[src/rtl/neuron_mac_sequencer.sv]
// Neuron MAC sequencer: walks SEL over the weight slots and then the offset slot, accumulating
// Q-format products into one pre-activation Result. Define NEURON_MAC_SAT_EN for a saturating result.
module neuron_mac_sequencer #(
    parameter int Width     = 16,
    parameter int FracBits  = 8,
    parameter int NumInputs = 20,
    parameter int OffsetSel = 20
) (
    input  logic                    CLK,
    input  logic                    reset,
    input  logic                    Start,
    input  logic signed [Width-1:0] CoeffIn,
    input  logic signed [Width-1:0] DataIn,
    output logic        [4:0]       SEL,
    output logic                    Busy,
    output logic                    Done,
    output logic signed [Width-1:0] Result
);

    localparam int AccW  = 2 * Width + 5;
    localparam int ProdW = 2 * Width;

    typedef enum logic [1:0] {
        S_IDLE   = 2'd0,
        S_MAC    = 2'd1,
        S_OFFSET = 2'd2
    } state_t;

    state_t                  r_state;
    logic        [4:0]       r_sel;
    logic                    r_busy;
    logic                    r_done;
    logic        [Width-1:0] r_result;
    logic signed [AccW-1:0]  r_acc;

    logic signed [ProdW-1:0] w_prod;
    logic signed [ProdW-1:0] w_term;
    logic signed [AccW-1:0]  w_term_ext;
    logic        [Width-1:0] w_fit;

    // Full-precision product, floored back to Q format by the arithmetic shift.
    assign w_prod     = ProdW'(CoeffIn) * ProdW'(DataIn);
    assign w_term     = w_prod >>> FracBits;
    assign w_term_ext = AccW'(w_term);

`ifdef NEURON_MAC_SAT_EN
    logic signed [AccW-1:0] w_sum;

    function automatic logic [Width-1:0] sat_fit(input logic signed [AccW-1:0] v);
        logic [Width-1:0] fit_v;
        if (v[AccW-1:Width-1] == {(AccW-Width+1){v[AccW-1]}}) begin
            fit_v = v[Width-1:0];
        end else if (v[AccW-1]) begin
            fit_v = {1'b1, {(Width-1){1'b0}}};
        end else begin
            fit_v = {1'b0, {(Width-1){1'b1}}};
        end
        return fit_v;
    endfunction

    assign w_sum = r_acc + AccW'(CoeffIn);
    assign w_fit = sat_fit(w_sum);
`else
    // Only the low bits of the sum survive wrapping, so only low operand bits are needed.
    assign w_fit = r_acc[Width-1:0] + CoeffIn;
`endif

    // Sequencer FSM with registered SEL, Busy, Done and Result.
    always_ff @(posedge CLK) begin
        if (reset) begin
            r_state  <= S_IDLE;
            r_sel    <= 5'd0;
            r_busy   <= 1'b0;
            r_done   <= 1'b0;
            r_result <= {Width{1'b0}};
            r_acc    <= {AccW{1'b0}};
        end else begin
            r_done <= 1'b0;
            case (r_state)
                S_IDLE: begin
                    r_sel <= 5'd0;
                    if (Start) begin
                        r_state <= S_MAC;
                        r_acc   <= {AccW{1'b0}};
                        r_busy  <= 1'b1;
                    end else begin
                        r_busy <= 1'b0;
                    end
                end
                S_MAC: begin
                    r_acc <= r_acc + w_term_ext;
                    if (r_sel == 5'(NumInputs - 1)) begin
                        r_sel   <= 5'(OffsetSel);
                        r_state <= S_OFFSET;
                    end else begin
                        r_sel <= r_sel + 5'd1;
                    end
                end
                S_OFFSET: begin
                    r_result <= w_fit;
                    r_done   <= 1'b1;
                    r_busy   <= 1'b0;
                    r_sel    <= 5'd0;
                    r_state  <= S_IDLE;
                end
                default: begin
                    r_state <= S_IDLE;
                    r_sel   <= 5'd0;
                    r_busy  <= 1'b0;
                end
            endcase
        end
    end

    assign SEL    = r_sel;
    assign Busy   = r_busy;
    assign Done   = r_done;
    assign Result = r_result;

endmodule

[config.mk]
export PLATFORM = sky130hd
export DESIGN_NAME = neuron_mac_sequencer
export DESIGN_NICKNAME = d
export VERILOG_FILES = /design/src/rtl/neuron_mac_sequencer.sv
export SDC_FILE = /design/constraint.sdc
export NUM_CORES = 1
export LEC_CHECK = 0
export CAP_MARGIN = 10
export CORE_ASPECT_RATIO = 0.5
export CORE_MARGIN = 1.5
export CORE_UTILIZATION = 40
export CTS_CLUSTER_DIAMETER = 30
export DETAILED_ROUTE_END_ITERATION = 10
export PLACE_DENSITY = 0.56
export SLEW_MARGIN = 20
export SYNTH_ARGS = -nofsm -noshare
export SYNTH_HDL_FRONTEND = slang
export SYNTH_SLANG_ARGS = --single-unit
[constraint.sdc]
create_clock -name CLK -period 8.71 [get_ports CLK]
set_input_delay 1.742 -clock CLK [delete_from_list [all_inputs] [get_ports CLK]]
set_output_delay 1.742 -clock CLK [all_outputs]
set_load 0.03 [all_outputs]
== Yosys cells after proc, flatten, opt, wreduce, memory -nomap -nowiden ==
Cells that the tools add are included.

* Add/sub/neg operators: 3
* Multipliers: 1
* Eq/ne operators: 5
* Mux-type cells: 9
* Bitwise gates (word level): 1
* Reductions and logical operators: 6

{| class="wikitable"
|+ Operators by type and width
! operator !! count
|-
| one-hot mux 37 bit (2 select lines) || 1
|-
| adder 37 x 24 -> 37 bit || 1
|-
| 2-to-1 mux 37 bit || 1
|-
| multiplier 16 x 16 -> 32 bit || 1
|-
| adder 16 bit || 1
|-
| adder 5 x 1 -> 5 bit, second input constant || 1
|-
| == test 5 bit, second input constant || 1
|-
| 2-to-1 mux 5 bit || 1
|-
| 2-to-1 mux 2 bit || 2
|-
| inequality test 2 bit, second input constant || 2
|-
| one-hot mux 2 bit (2 select lines) || 1
|-
| AND reduction 2 bit || 2
|-
| OR reduction 3 bit || 1
|-
| == test 2 x 1 -> 1 bit, second input constant || 1
|-
| == test 2 bit, second input constant || 1
|-
| zero test 2 bit || 1
|-
| 2-to-1 mux 1 bit || 2
|-
| one-hot mux 1 bit (2 select lines) || 1
|-
| nonzero test 2 bit || 1
|-
| OR reduction 2 bit || 1
|-
| inverter 1 bit || 1
|}

* Register bits: 62
* Bits of input ports: 35
* Output and inout port bits: 23
* Word-level logic and storage cells: 32

== Longest topological paths before layout ==
* Depth after elaboration: 3
* Depth in mapped cells: 31
* Gate-level depth less buffers: 29

== Least setup slack after synthesis ==
Ideal clock, no wire load.

* Path type: in2reg
* Start: input port DataIn[8]
* End: register r_acc[13]
* Setup time: 128 ps
* Arrival time: 8151 ps
* Required time: 8582 ps
* Slack: 432 ps
* Stages on the path: 30
* Path buffers: 2
* Path through: clkbuf_1 > clkbuf_1 > nand2_1 > fa_1 > inv_1 > fa_1 > inv_1 > fa_1 > inv_1 > fa_1 > fa_1 > inv_1 > fa_1 > inv_1 > ha_1 > a21oi_1 > and3_1 > a22oi_1 > a21o_1 > a21oi_1 > xnor2_1 > ha_1 > o21a_1 > nor2_1 > a21oi_1 > a21oi_1 > nor2b_1 > or3_1 > a32oi_1 > nor2_1

* Word-level cells in the longest chain between the ends: 3

{| class="wikitable"
|+ RTL lines
! element !! line !! text
|-
| start, declared || 13 || <nowiki>input logic signed [Width-1:0] DataIn,</nowiki>
|-
| multiplier 16 x 16 -> 32 bit || 42 || <nowiki>assign w_prod = ProdW'(CoeffIn) * ProdW'(DataIn);</nowiki>
|-
| adder 37 x 24 -> 37 bit || 91 || <nowiki>r_acc <= r_acc + w_term_ext;</nowiki>
|-
| one-hot mux 37 bit (2 select lines) || 79 || <nowiki>case (r_state)</nowiki>
|-
| end signal, assigned || 76 || <nowiki>r_acc <= {AccW{1'b0}};</nowiki>
|-
| end signal, assigned || 84 || <nowiki>r_acc <= {AccW{1'b0}};</nowiki>
|-
| end signal, assigned || 91 ||
|-
| end, declared || 34 || <nowiki>logic signed [AccW-1:0] r_acc;</nowiki>
|}

Every way passes these cells.
A chain may end at the register's enable or synchronous reset.

== Worst setup path in the final report ==
* Start: input port CoeffIn[3]
* End: register r_acc[13]

* Word-level cells in the longest chain between the ends: 3

{| class="wikitable"
|+ RTL lines
! element !! line !! text
|-
| start, declared || 12 || <nowiki>input logic signed [Width-1:0] CoeffIn,</nowiki>
|-
| multiplier 16 x 16 -> 32 bit || 42 ||
|-
| adder 37 x 24 -> 37 bit || 91 ||
|-
| one-hot mux 37 bit (2 select lines) || 79 ||
|}

Every way passes these cells.

==> implementation parameters <==
Parameter                              Value

STA
  Count of endpoints failing setup in the final report ... 0
  Worst relative slew slack ... 36.4%
  Max Clock Freq ... 0.119 GHz
  Share of the cycle needed by the critical path after routing ... 96.8%
  Worst setup slack after layout ... 0.282 ns
  Hold violation count in the final report ... 0
  Smallest hold slack ... 0.458 ns
  Final setup skew ... 0.00597 ns
  Final critical delay including setup and external delays ... 8.43 ns
  Number of pins exceeding their max-slew limit in the final report ... 0
  Actual transition at the worst max-transition pin ... 0.952 ns

Layout
  Area growth from synthesis to layout ... 19.8%
  Filler instances ... 2,382
  Number of diodes ... 0
  Register cell area after layout ... 821 µm²
  Non-Filler Cell Area, Final ... 0.0121 mm²
  Share of final-layout standard cells stronger than drive strength 1 ... 10.1%
  Multi-input gate area ... 0.00816 mm²
  Layout Nets ... 1,634

Place
  Setup Slack @ Placement ... -0.237 ns
  Buffers added on ports ... 57
  Area after DPL ... 0.0118 mm²
  DPL Wire Length ... 23.6 mm
  Placer congestion estimate ... 0.866

Setup path
  Reg2Reg Launch Point ... r_acc[0]
  Crit path kind ... in -> reg
  Reg2reg path depth ... 12
  Required arrival time at the worst endpoint ... 8.87 ns
  Arrival time at the worst endpoint ... 8.59 ns
  Kind of launch point of the worst setup path ... input port
  Max FO, Critical Path ... 9
  Worst R2R Setup Slack ... 5.95 ns
  Worst R2R End ... Result[14]
  Sort of element at the end of the critical path ... register

Floorplanning
  Core Region ... 0.0244 mm²
  Area of the die ... 0.0262 mm²
  Number of placed I/O pins ... 58
  FP Rows ... 40
  Vertical extent of the die ... 115 µm
  Die span in x ... 227 µm
  Effective utilization at floorplan ... 41.3%

Clock tree
  Clock transition time at the flip-flop clock pins of the worst setup and hold paths ... 0.06 ns
  Count of hold buffers inserted by post-cts repair ... 0
  CTS H-tree depth ... 2
  TritonCTS clock tree ... built
  Sink Count ... 41
  Clock root buffer master ... sky130_fd_sc_hd__clkbuf_16
  Clock insertion delay at the later pin of the skew report ... 0.28 ns
  Maximum buffer depth of the clock tree ... 2
  Number of buffers created by CTS ... 5

Synth
  Adder and majority cell fraction of the synthesized area ... 49.9%
  Top-count cell post-synth ... sky130_fd_sc_hd__inv_1
  Fraction of registers with async set/reset ... 0%
  Top cells by instance count after synthesis ... sky130_fd_sc_hd__inv_1 (256), sky130_fd_sc_hd__fa_1 (188), sky130_fd_sc_hd__nand2_1 (152), sky130_fd_sc_hd__and2_1 (107), sky130_fd_sc_hd__ha_1 (101)
  Main synth FF type ... sky130_fd_sc_hd__dfxtp_1
  Yosys warnings ... 0
  Register area share after synthesis ... 8.15%
  Post-synth EDFFs ... 0
  Syn Inst Count ... 1,180
  Area leader, netlist ... sky130_fd_sc_hd__fa_1
  Dominant combinational cell family by area after synthesis ... adder cells
  Simple logic cell fraction of the synthesized area ... 18.2%
  Count of state elements after synthesis ... 41
  Compound-cell area share of the yosys netlist ... 7.07%
  Count of cell types in the netlist ... 47
  Multiplexer share of the synthesized area ... 0.199%
  Synth top area share ... 37.4%
  Top cells by area in the synthesized netlist ... sky130_fd_sc_hd__fa_1 (37%), sky130_fd_sc_hd__ha_1 (13%), sky130_fd_sc_hd__inv_1 (9.5%)
  Xor/xnor cell area share of the yosys netlist ... 5.29%
  Post-Synthesis Cell Area ... 0.0101 mm²
  Syn Area/Cell ... 8.54 µm²
  Synthesized Nets ... 1,504

Outcome
  Result of the run ... finished clean

Global routing
  Number of antenna violations at the first check in global routing ... 0
  Combined global-route utilization of all metal layers ... 22.6%
  Pin count of the biggest net entering global routing ... 36
  Total grt overflow ... 0
  Vias in the first global route ... 8,696
  Wire length of the first global-routing pass ... 45.7 mm

Route
  Post-route DRC ... 0
  Total vias in the final route ... 8,034
  Detailed router's first-iteration violation count ... 437
  Detailed Route WL ... 27.3 mm
  Routed wirelength normalized by instance count ... 16.6 µm
  Count of TritonRoute iterations in the first routing pass ... 5
  Final ANT Viol Nets ... 0
  Average vias per placed instance ... 4.88

Min path
  Worst Hold Endpoint ... Result[7]
  Startpoint of the lowest-slack hold path ... Result[7]
  Type of the most critical hold path ... reg -> reg
  Worst Hold Depth ... 2

Job
  Number of violations of the max-capacitance limit ... 0
[state kept, by name (all words and copies together) (netlist names)]
| register | count |
|---|---|
| Busy | 1 |
| r_acc | 16 |
| SEL | 5 |
| r_state | 2 |
| Done | 1 |
| Result | 16 |
[layout by cell type (no fill, tap or decap), types with 8 or more instances in the layout]
cell,n
sky130_fd_sc_hd__a21oi_1,38
sky130_fd_sc_hd__xnor2_1,41
sky130_fd_sc_hd__nor3_1,21
sky130_fd_sc_hd__o21a_1,9
sky130_fd_sc_hd__fa_1,188
sky130_fd_sc_hd__dfxtp_1,41
sky130_fd_sc_hd__nand2_1,152
sky130_fd_sc_hd__buf_4,101
sky130_fd_sc_hd__inv_1,256
sky130_fd_sc_hd__nand3_1,14
sky130_fd_sc_hd__nor2_1,40
sky130_fd_sc_hd__ha_1,101
sky130_fd_sc_hd__a21o_1,8
sky130_fd_sc_hd__and2_1,107
sky130_fd_sc_hd__nand2b_1,10
sky130_fd_sc_hd__xor2_1,18
sky130_fd_sc_hd__clkdlybuf4s50_1,51
sky130_fd_sc_hd__a22oi_1,9
sky130_fd_sc_hd__o21ai_0,17
[area by class of cell]
class / instances / share of cell area (%)
multi-input combinational: 839 / 67.6
timing repair buffer: 167 / 12.5
inverter: 256 / 7.97
sequential: 41 / 6.80
tap: 336 / 3.49
clock buffer: 5 / 1.04
clock inverter: 3 / 0.570
[through the flow]
step           setup TNS, ns  cells  util [%]
6_report                   0   1647      49.5
3_5_place_dp          -0.461   1639      48.5
2_1_floorplan              0   1180         -
3_3_place_gp          -0.153   1639      48.5
4_1_cts                    0   1647      49.3
5_1_grt              -0.0842   1647      49.5
[worst max-delay path, cell delays in order]
cell and delay, ns:
sky130_fd_sc_hd__clkdlybuf4s50_1 0.62, sky130_fd_sc_hd__buf_4 0.24, sky130_fd_sc_hd__nand2_1 0.09, sky130_fd_sc_hd__fa_1 0.55, sky130_fd_sc_hd__inv_1 0.06, sky130_fd_sc_hd__fa_1 0.46, sky130_fd_sc_hd__ha_1 0.34, sky130_fd_sc_hd__fa_1 0.53
sky130_fd_sc_hd__fa_1 0.55, sky130_fd_sc_hd__inv_1 0.06, sky130_fd_sc_hd__fa_1 0.52, sky130_fd_sc_hd__inv_1 0.05, sky130_fd_sc_hd__ha_1 0.32, sky130_fd_sc_hd__a21oi_1 0.16, sky130_fd_sc_hd__nand2_1 0.09, sky130_fd_sc_hd__and2_1 0.17
sky130_fd_sc_hd__xor2_1 0.15, sky130_fd_sc_hd__ha_1 0.29, sky130_fd_sc_hd__o21ai_0 0.34, sky130_fd_sc_hd__nor3_2 0.11, sky130_fd_sc_hd__a21oi_2 0.20, sky130_fd_sc_hd__a21oi_2 0.09, sky130_fd_sc_hd__a21oi_2 0.18, sky130_fd_sc_hd__nor2b_1 0.08
sky130_fd_sc_hd__or3_1 0.32, sky130_fd_sc_hd__a32oi_1 0.20, sky130_fd_sc_hd__nor2_1 0.05
[layer usage]
metal,part of all wire (%),global-route usage [%],vias up
met5,0,0,-
li1,-,-,3832
met2,42,34.8,173
met1,52,34.7,4002
met4,1.6,4.64,0
met3,4.4,1.97,27
[cells by family after synthesis]
kind of cell | Yosys count
AND/OR/NAND/NOR | 376
AO/OA/AOI/OAI | 112
flip-flops | 41
adder cells (fa/ha/maj) | 289
buffers and inverters | 300
multiplexers | 2
XOR/XNOR | 60
[timing repair]
action / in CTS / in global routing
gates resized for setup: 0 / 16
setup endpoints to repair: 0 / 4
buffers inserted: 0 / 0
[worst max-delay path by stage]
stage | from | end | slack (ns) | cells past startpoint
after CTS | DataIn[6] | r_acc[13] | 0.009 | 29
final | CoeffIn[3] | r_acc[13] | 0.28 | 27
after floorplan | DataIn[8] | r_acc[13] | 0.43 | 30
after global placement | DataIn[6] | r_acc[13] | -0.09 | 29
after global routing | CoeffIn[5] | r_acc[15] | -0.04 | 29
after detailed placement | DataIn[6] | r_acc[13] | -0.24 | 29
Power is not shown: default switching activity piles up to over one toggle a cycle in this logic, so the estimate is an artifact.
